<file path="config.mk">
export PLATFORM = sky130hd
export DESIGN_NAME = systolic_sequencer
export DESIGN_NICKNAME = d
export VERILOG_FILES = /design/src/rtl/systolic_sequencer_pkg.sv /design/src/rtl/systolic_sequencer_skew.sv /design/src/rtl/systolic_sequencer.sv
export SDC_FILE = /design/constraint.sdc
export NUM_CORES = 2
export LEC_CHECK = 0
export CAP_MARGIN = 20
export CORE_MARGIN = 4
export CORE_UTILIZATION = 35
export DETAILED_ROUTE_END_ITERATION = 16
export SYNTH_ARGS = -nofsm -noshare
export SYNTH_HDL_FRONTEND = slang
export SYNTH_SLANG_ARGS = --single-unit
</file>
<file path="constraint.sdc">
create_clock -name clk -period 5 [get_ports clk]
set_input_delay 1 -clock clk [delete_from_list [all_inputs] [get_ports clk]]
set_output_delay 1 -clock clk [all_outputs]
set_load 0.05 [all_outputs]
</file>
<file path="src/rtl/systolic_sequencer_pkg.sv">
// Shared types and constants for the 4x4 systolic array job controller.
package systolic_sequencer_pkg;
    localparam int N          = 4;
    localparam int NN         = N * N;
    localparam int FEED_STEPS = 10;
    localparam int STEP_W     = 4;
    localparam logic [STEP_W-1:0] LAST_STEP = STEP_W'(FEED_STEPS - 1);

    typedef enum logic [1:0] {IDLE, CLEAR, FEED, DRAIN} state_e;

    // Flat register-file index of element (row, col).
    function automatic logic [3:0] idx(input int r, input int c);
        return 4'(r * N + c);
    endfunction
endpackage

</file>
<file path="src/rtl/systolic_sequencer_skew.sv">
// Combinational skew generator: operand vectors presented to the array edges at one feed step.
module skew_feeder
    import systolic_sequencer_pkg::*;
#(
    parameter int DW = 32
) (
    input  logic [STEP_W-1:0]       step,
    input  logic [NN-1:0][DW-1:0]   a,
    input  logic [NN-1:0][DW-1:0]   b,
    output logic [N-1:0][DW-1:0]    west,
    output logic [N-1:0][DW-1:0]    north
);
    // Row i gets A[i][k] and column i gets B[k][i] at step i+k; all else is zero.
    always_comb begin
        west  = '0;
        north = '0;
        for (int i = 0; i < N; i++) begin
            for (int k = 0; k < N; k++) begin
                if (int'(step) == i + k) begin
                    west[i]  = a[idx(i, k)];
                    north[i] = b[idx(k, i)];
                end
            end
        end
    end
endmodule

</file>
<file path="src/rtl/systolic_sequencer.sv">
// Job controller for the 4x4 systolic array: operand storage, skewed feed, result latch.
module systolic_sequencer
    import systolic_sequencer_pkg::*;
#(
    parameter int DW = 32,
    parameter int RW = 64,
    parameter int N  = 4
) (
    input  logic          clk,
    input  logic          rst,
    input  logic          wr_en,
    input  logic          wr_sel,
    input  logic [3:0]    wr_addr,
    input  logic [DW-1:0] wr_data,
    input  logic          start,
    output logic          busy,
    output logic          done,
    output logic          err,
    input  logic [3:0]    rd_addr,
    output logic [RW-1:0] rd_data,
    output logic          arr_rst,
    output logic          arr_cs,
    output logic [DW-1:0] arr_west0,
    output logic [DW-1:0] arr_west1,
    output logic [DW-1:0] arr_west2,
    output logic [DW-1:0] arr_west3,
    output logic [DW-1:0] arr_north0,
    output logic [DW-1:0] arr_north1,
    output logic [DW-1:0] arr_north2,
    output logic [DW-1:0] arr_north3,
    input  logic          arr_done,
    input  logic [RW-1:0] arr_res0,
    input  logic [RW-1:0] arr_res1,
    input  logic [RW-1:0] arr_res2,
    input  logic [RW-1:0] arr_res3,
    input  logic [RW-1:0] arr_res4,
    input  logic [RW-1:0] arr_res5,
    input  logic [RW-1:0] arr_res6,
    input  logic [RW-1:0] arr_res7,
    input  logic [RW-1:0] arr_res8,
    input  logic [RW-1:0] arr_res9,
    input  logic [RW-1:0] arr_res10,
    input  logic [RW-1:0] arr_res11,
    input  logic [RW-1:0] arr_res12,
    input  logic [RW-1:0] arr_res13,
    input  logic [RW-1:0] arr_res14,
    input  logic [RW-1:0] arr_res15
);
    state_e                   state_d, state_q;
    logic [STEP_W-1:0]        step_d, step_q;
    logic [N*N-1:0][DW-1:0]   a_d, a_q, b_d, b_q;
    logic [N*N-1:0][RW-1:0]   res_d, res_q, res_in;
    logic                     busy_d, busy_q, done_d, done_q, err_d, err_q;
    logic                     arr_rst_d, arr_rst_q, arr_cs_d, arr_cs_q;
    logic [N-1:0][DW-1:0]     west_d, west_q, north_d, north_q, feed_west, feed_north;

    assign res_in = {arr_res15, arr_res14, arr_res13, arr_res12, arr_res11, arr_res10,
                     arr_res9, arr_res8, arr_res7, arr_res6, arr_res5, arr_res4,
                     arr_res3, arr_res2, arr_res1, arr_res0};

    // Feeder looks at the step being loaded into the output registers this edge.
    skew_feeder #(.DW(DW)) u_skew (
        .step  (step_d),
        .a     (a_q),
        .b     (b_q),
        .west  (feed_west),
        .north (feed_north)
    );

    always_comb begin
        state_d   = state_q;
        step_d    = step_q;
        a_d       = a_q;
        b_d       = b_q;
        res_d     = res_q;
        busy_d    = busy_q;
        done_d    = 1'b0;
        err_d     = err_q;
        arr_rst_d = 1'b0;
        arr_cs_d  = 1'b0;
        case (state_q)
            IDLE: begin
                if (wr_en) begin
                    if (wr_sel) b_d[wr_addr] = wr_data;
                    else        a_d[wr_addr] = wr_data;
                end
                if (start) begin
                    state_d   = CLEAR;
                    busy_d    = 1'b1;
                    err_d     = 1'b0;
                    arr_rst_d = 1'b1;
                end
            end
            CLEAR: begin
                state_d  = FEED;
                step_d   = '0;
                arr_cs_d = 1'b1;
            end
            FEED: begin
                if (step_q == LAST_STEP) begin
                    state_d = DRAIN;
                end else begin
                    step_d   = step_q + 4'd1;
                    arr_cs_d = 1'b1;
                end
            end
            DRAIN: begin
                if (!arr_done) err_d = 1'b1;
                res_d   = res_in;
                done_d  = 1'b1;
                busy_d  = 1'b0;
                state_d = IDLE;
            end
            default: state_d = IDLE;
        endcase
        west_d  = arr_cs_d ? feed_west  : '0;
        north_d = arr_cs_d ? feed_north : '0;
    end

    always_ff @(posedge clk or negedge rst) begin
        if (!rst) begin
            state_q   <= IDLE;
            step_q    <= '0;
            a_q       <= '0;
            b_q       <= '0;
            res_q     <= '0;
            busy_q    <= 1'b0;
            done_q    <= 1'b0;
            err_q     <= 1'b0;
            arr_rst_q <= 1'b0;
            arr_cs_q  <= 1'b0;
            west_q    <= '0;
            north_q   <= '0;
        end else begin
            state_q   <= state_d;
            step_q    <= step_d;
            a_q       <= a_d;
            b_q       <= b_d;
            res_q     <= res_d;
            busy_q    <= busy_d;
            done_q    <= done_d;
            err_q     <= err_d;
            arr_rst_q <= arr_rst_d;
            arr_cs_q  <= arr_cs_d;
            west_q    <= west_d;
            north_q   <= north_d;
        end
    end

    assign busy       = busy_q;
    assign done       = done_q;
    assign err        = err_q;
    assign arr_rst    = arr_rst_q;
    assign arr_cs     = arr_cs_q;
    assign arr_west0  = west_q[0];
    assign arr_west1  = west_q[1];
    assign arr_west2  = west_q[2];
    assign arr_west3  = west_q[3];
    assign arr_north0 = north_q[0];
    assign arr_north1 = north_q[1];
    assign arr_north2 = north_q[2];
    assign arr_north3 = north_q[3];
    assign rd_data    = res_q[rd_addr];
endmodule

</file>
==> flow_summary.ini <==
[outcome]
status = complete, no violations

[global_routing]
grt_pass1_wl_mm = 612
grt_max_degree = 133
grt_pass1_vias = 67670
antenna_found_initial = 305
grt_overflow_total = 0
grt_usage_pct = 31.3

[floorplan]
io_pins = 1395
initial_utilization_pct = 35.1
dieArea_mm2 = 0.289
coreArea_mm2 = 0.279
num_rows = 194
dieHeight_um = 537
die_x_um = 537

[power_and_ir_drop]
power.leakage_nw = 54.6
pwr-share-comb_pct = 32.3
power.density_mw_per_mm2 = 621
seq_power_share_pct = 41.5
power.switching_w = 0.0285
p_clk_share_pct = 26.2
intPower_w = 0.0503
vdd_drop_max_mv = 0.688
switching_share_pct = 36.1

[placed_design]
dp_hpwl_mm = 355
port_buffers = 1394
gp_routability_congestion = 1.05
pre_cts_ws_ns = 0.572

[drt]
routed_wire_length_per_instance_um = 38.8
dr.pass1.iters = 7
wirelength_mm = 461
vias = 66617
ant_nets = 0
avgViaCountPerCell = 5.61
drtIter0Drc = 5571
drc_errors = 0

[sta]
worst_slack_ns = 0.598
tightest_slew_ns = 1.06
finalClockSkew_ns = 0.0882
finalCriticalPeriod_ns = 4.40
finalSetupTns_ns = 0
hold_viol = 0
clock.fmax_mhz = 227
setup_viol = 0
relSlewSlack_pct = 29.4
rsz0062_at_grt = no
final.period_utilization_pct = 88.0
report.final.slew_viol_count = 0

[clock_network]
htree_levels = 5
clock_latency_ns = 0.90
path_clk_slew_ns = 0.06
post-cts-setup-buffers = 0
ctsHoldBuffers = 0
cts-root-buf = clkbuf_16
cts_buffers = 273
cts_tree = done
clkSinkCount = 2315
clockBufferDepth = 4
cts_resized = 0

[layout]
syn_to_final_growth_pct = 29.4
final_layout_size_suffix_gt1_share_pct = 39.0
nets = 8910
nFillCells = 24607

[worst_setup_path]
cp.required_ns = 4.00
cp.arrival_ns = 3.40
crit_path_end_kind = primary output
critical_path.max_fanout = 20
r2r_cells = 10
crit_path_start_kind = input pin
criticalPathCategory = input pin to primary output

[synth]
synth_top_family_by_area = multiplexers
synth_xor_area_share_pct = 0.00893
yosys-top-cells-area = dfrtp_1 59%, mux2_2 24%, mux4_2 7.4%
synth_area_per_cell_um2 = 15.0
ys_seq_elements = 2315
synthMuxAreaShare_pct = 32.2
synth-simple-area-share_pct = 2.47
yosysTopAreaCell = dfrtp_1
synth-compound-area-share_pct = 3.87
synthCells = 6522
synth_edf_count = 0
seq_area_frac_synth_pct = 59.1
synth_fa_ha_area_share_pct = 0.0893
async_flop_share_pct = 100
syn_nets = 7599
synth_common_cells = 2315 x dfrtp_1, 2048 x mux2_2, 464 x clkbuf_1, 320 x mux4_2, 228 x nor2_1
synthFlopType = dfrtp_1
ys_warn_count = 0
synth_top_area_share_pct = 59.1
synth.distinct_cells = 46
netlist_area_mm2 = 0.0980
yosysMostFrequentCell = dfrtp_1

[min_path]
hold_class = input pin to asynchronous set/reset pin

[flow_run]
maxCapViolations = 0
==> final timing paths <==
check                                  startpoint                  endpoint  slack (ns)
setup / recovery                       rd_addr[0]               rd_data[22]        0.60
hold / removal                                rst    res_q[386]$_DFFE_PN0P_        0.02
setup reg to reg           state_q[0]$_DFFE_PN0P_  arr_north2[17]$_DFF_PN0_        1.08
hold reg to reg              a_q[388]$_DFFE_PN0P_    arr_west3[4]$_DFF_PN0_        0.47
max in group asynchronous                     rst      b_q[132]$_DFFE_PN0P_        3.37
min in group clk             a_q[388]$_DFFE_PN0P_    arr_west3[4]$_DFF_PN0_        0.47
==> critical path, stage by stage <==
cell	delay, ns
buf_8	0.22
buf_12	0.26
buf_12	0.26
buf_4	0.20
mux4_2	0.50
mux4_2	0.61
buf_4	0.24
==> power by group through the flow <==
stage	sequential [W]	combinational, W	clock [W]
finish	0.0327	0.0255	0.0206
global placement	0.0327	0.0250	0
global route	0.0329	0.0268	0.0218
detailed placement	0.0327	0.0255	0
floorplan	0.0292	0.0160	0
CTS	0.0325	0.0256	0.0210
==> sequential cells by signal (all words and copies together), names as in the netlist <==
| name | flops |
|---|---|
| arr_west0 | 32 |
| err | 1 |
| arr_rst | 1 |
| b_q | 512 |
| arr_north2 | 32 |
| a_q | 512 |
| arr_north3 | 32 |
| arr_west2 | 32 |
| step_q | 4 |
| arr_north1 | 32 |
| arr_cs | 1 |
| arr_west3 | 32 |
| busy | 1 |
| arr_north0 | 32 |
| arr_west1 | 32 |
| state_q | 2 |
| res_q | 1024 |
| done | 1 |
==> routing by layer <==
layer,vias up,track usage [%],share of wire [%],routed length (µm)
met3,994,5.77,6.0,27700
met5,-,0,0.068,315
met1,35864,39.3,39,181000
li1,26837,-,-,-
met2,2876,51.0,48,219000
met4,46,18.1,7.0,32200
==> layout make-up <==
class | instances | area, µm² | share of cell area (%)
inverter | 10 | 38.8 | 0.0306
sequential | 2315 | 57900 | 45.7
antenna | 102 | 255 | 0.201
multi-input combinational | 3632 | 38200 | 30.1
clock inverter | 82 | 1080 | 0.851
timing repair buffer | 1601 | 16600 | 13.1
tap | 3724 | 4660 | 3.67
clock buffer | 401 | 8140 | 6.42
==> through the flow <==
step	util [%]	power (W)	hold WS, ns	area, µm²	cells
6_report	45.5	0.0788	0.0234	127000	11867
5_1_grt	45.4	0.0814	0.0445	127000	11801
4_1_cts	45.3	0.0791	0.0342	127000	11763
3_5_place_dp	42.0	0.0583	0.490	117000	11280
3_3_place_gp	42.0	0.0577	0.483	117000	11280
2_1_floorplan	-	0.0452	0.475	98000	6522
==> layout by cell type (no fill, tap or decap), types with 102 or more instances in the layout <==
master,synthesis,layout
mux2i_1,128,128
diode_2,0,102
buf_12,0,102
dfrtp_1,2315,2315
nor2_1,228,199
buf_4,7,164
mux2_2,2048,2048
o21ai_0,173,173
clkdlybuf4s50_1,0,1314
a31oi_1,192,192
nand3_1,200,197
clkbuf_16,0,281
mux4_2,320,320
==> logic make-up after synthesis <==
family | count (synthesis)
XOR/XNOR | 1
AND/OR/NAND/NOR | 539
multiplexers | 2496
buffers and inverters | 575
flip-flops | 2315
adder cells (fa/ha/maj) | 7
AO/OA/AOI/OAI | 589
Power figures use the tool's default switching activity.
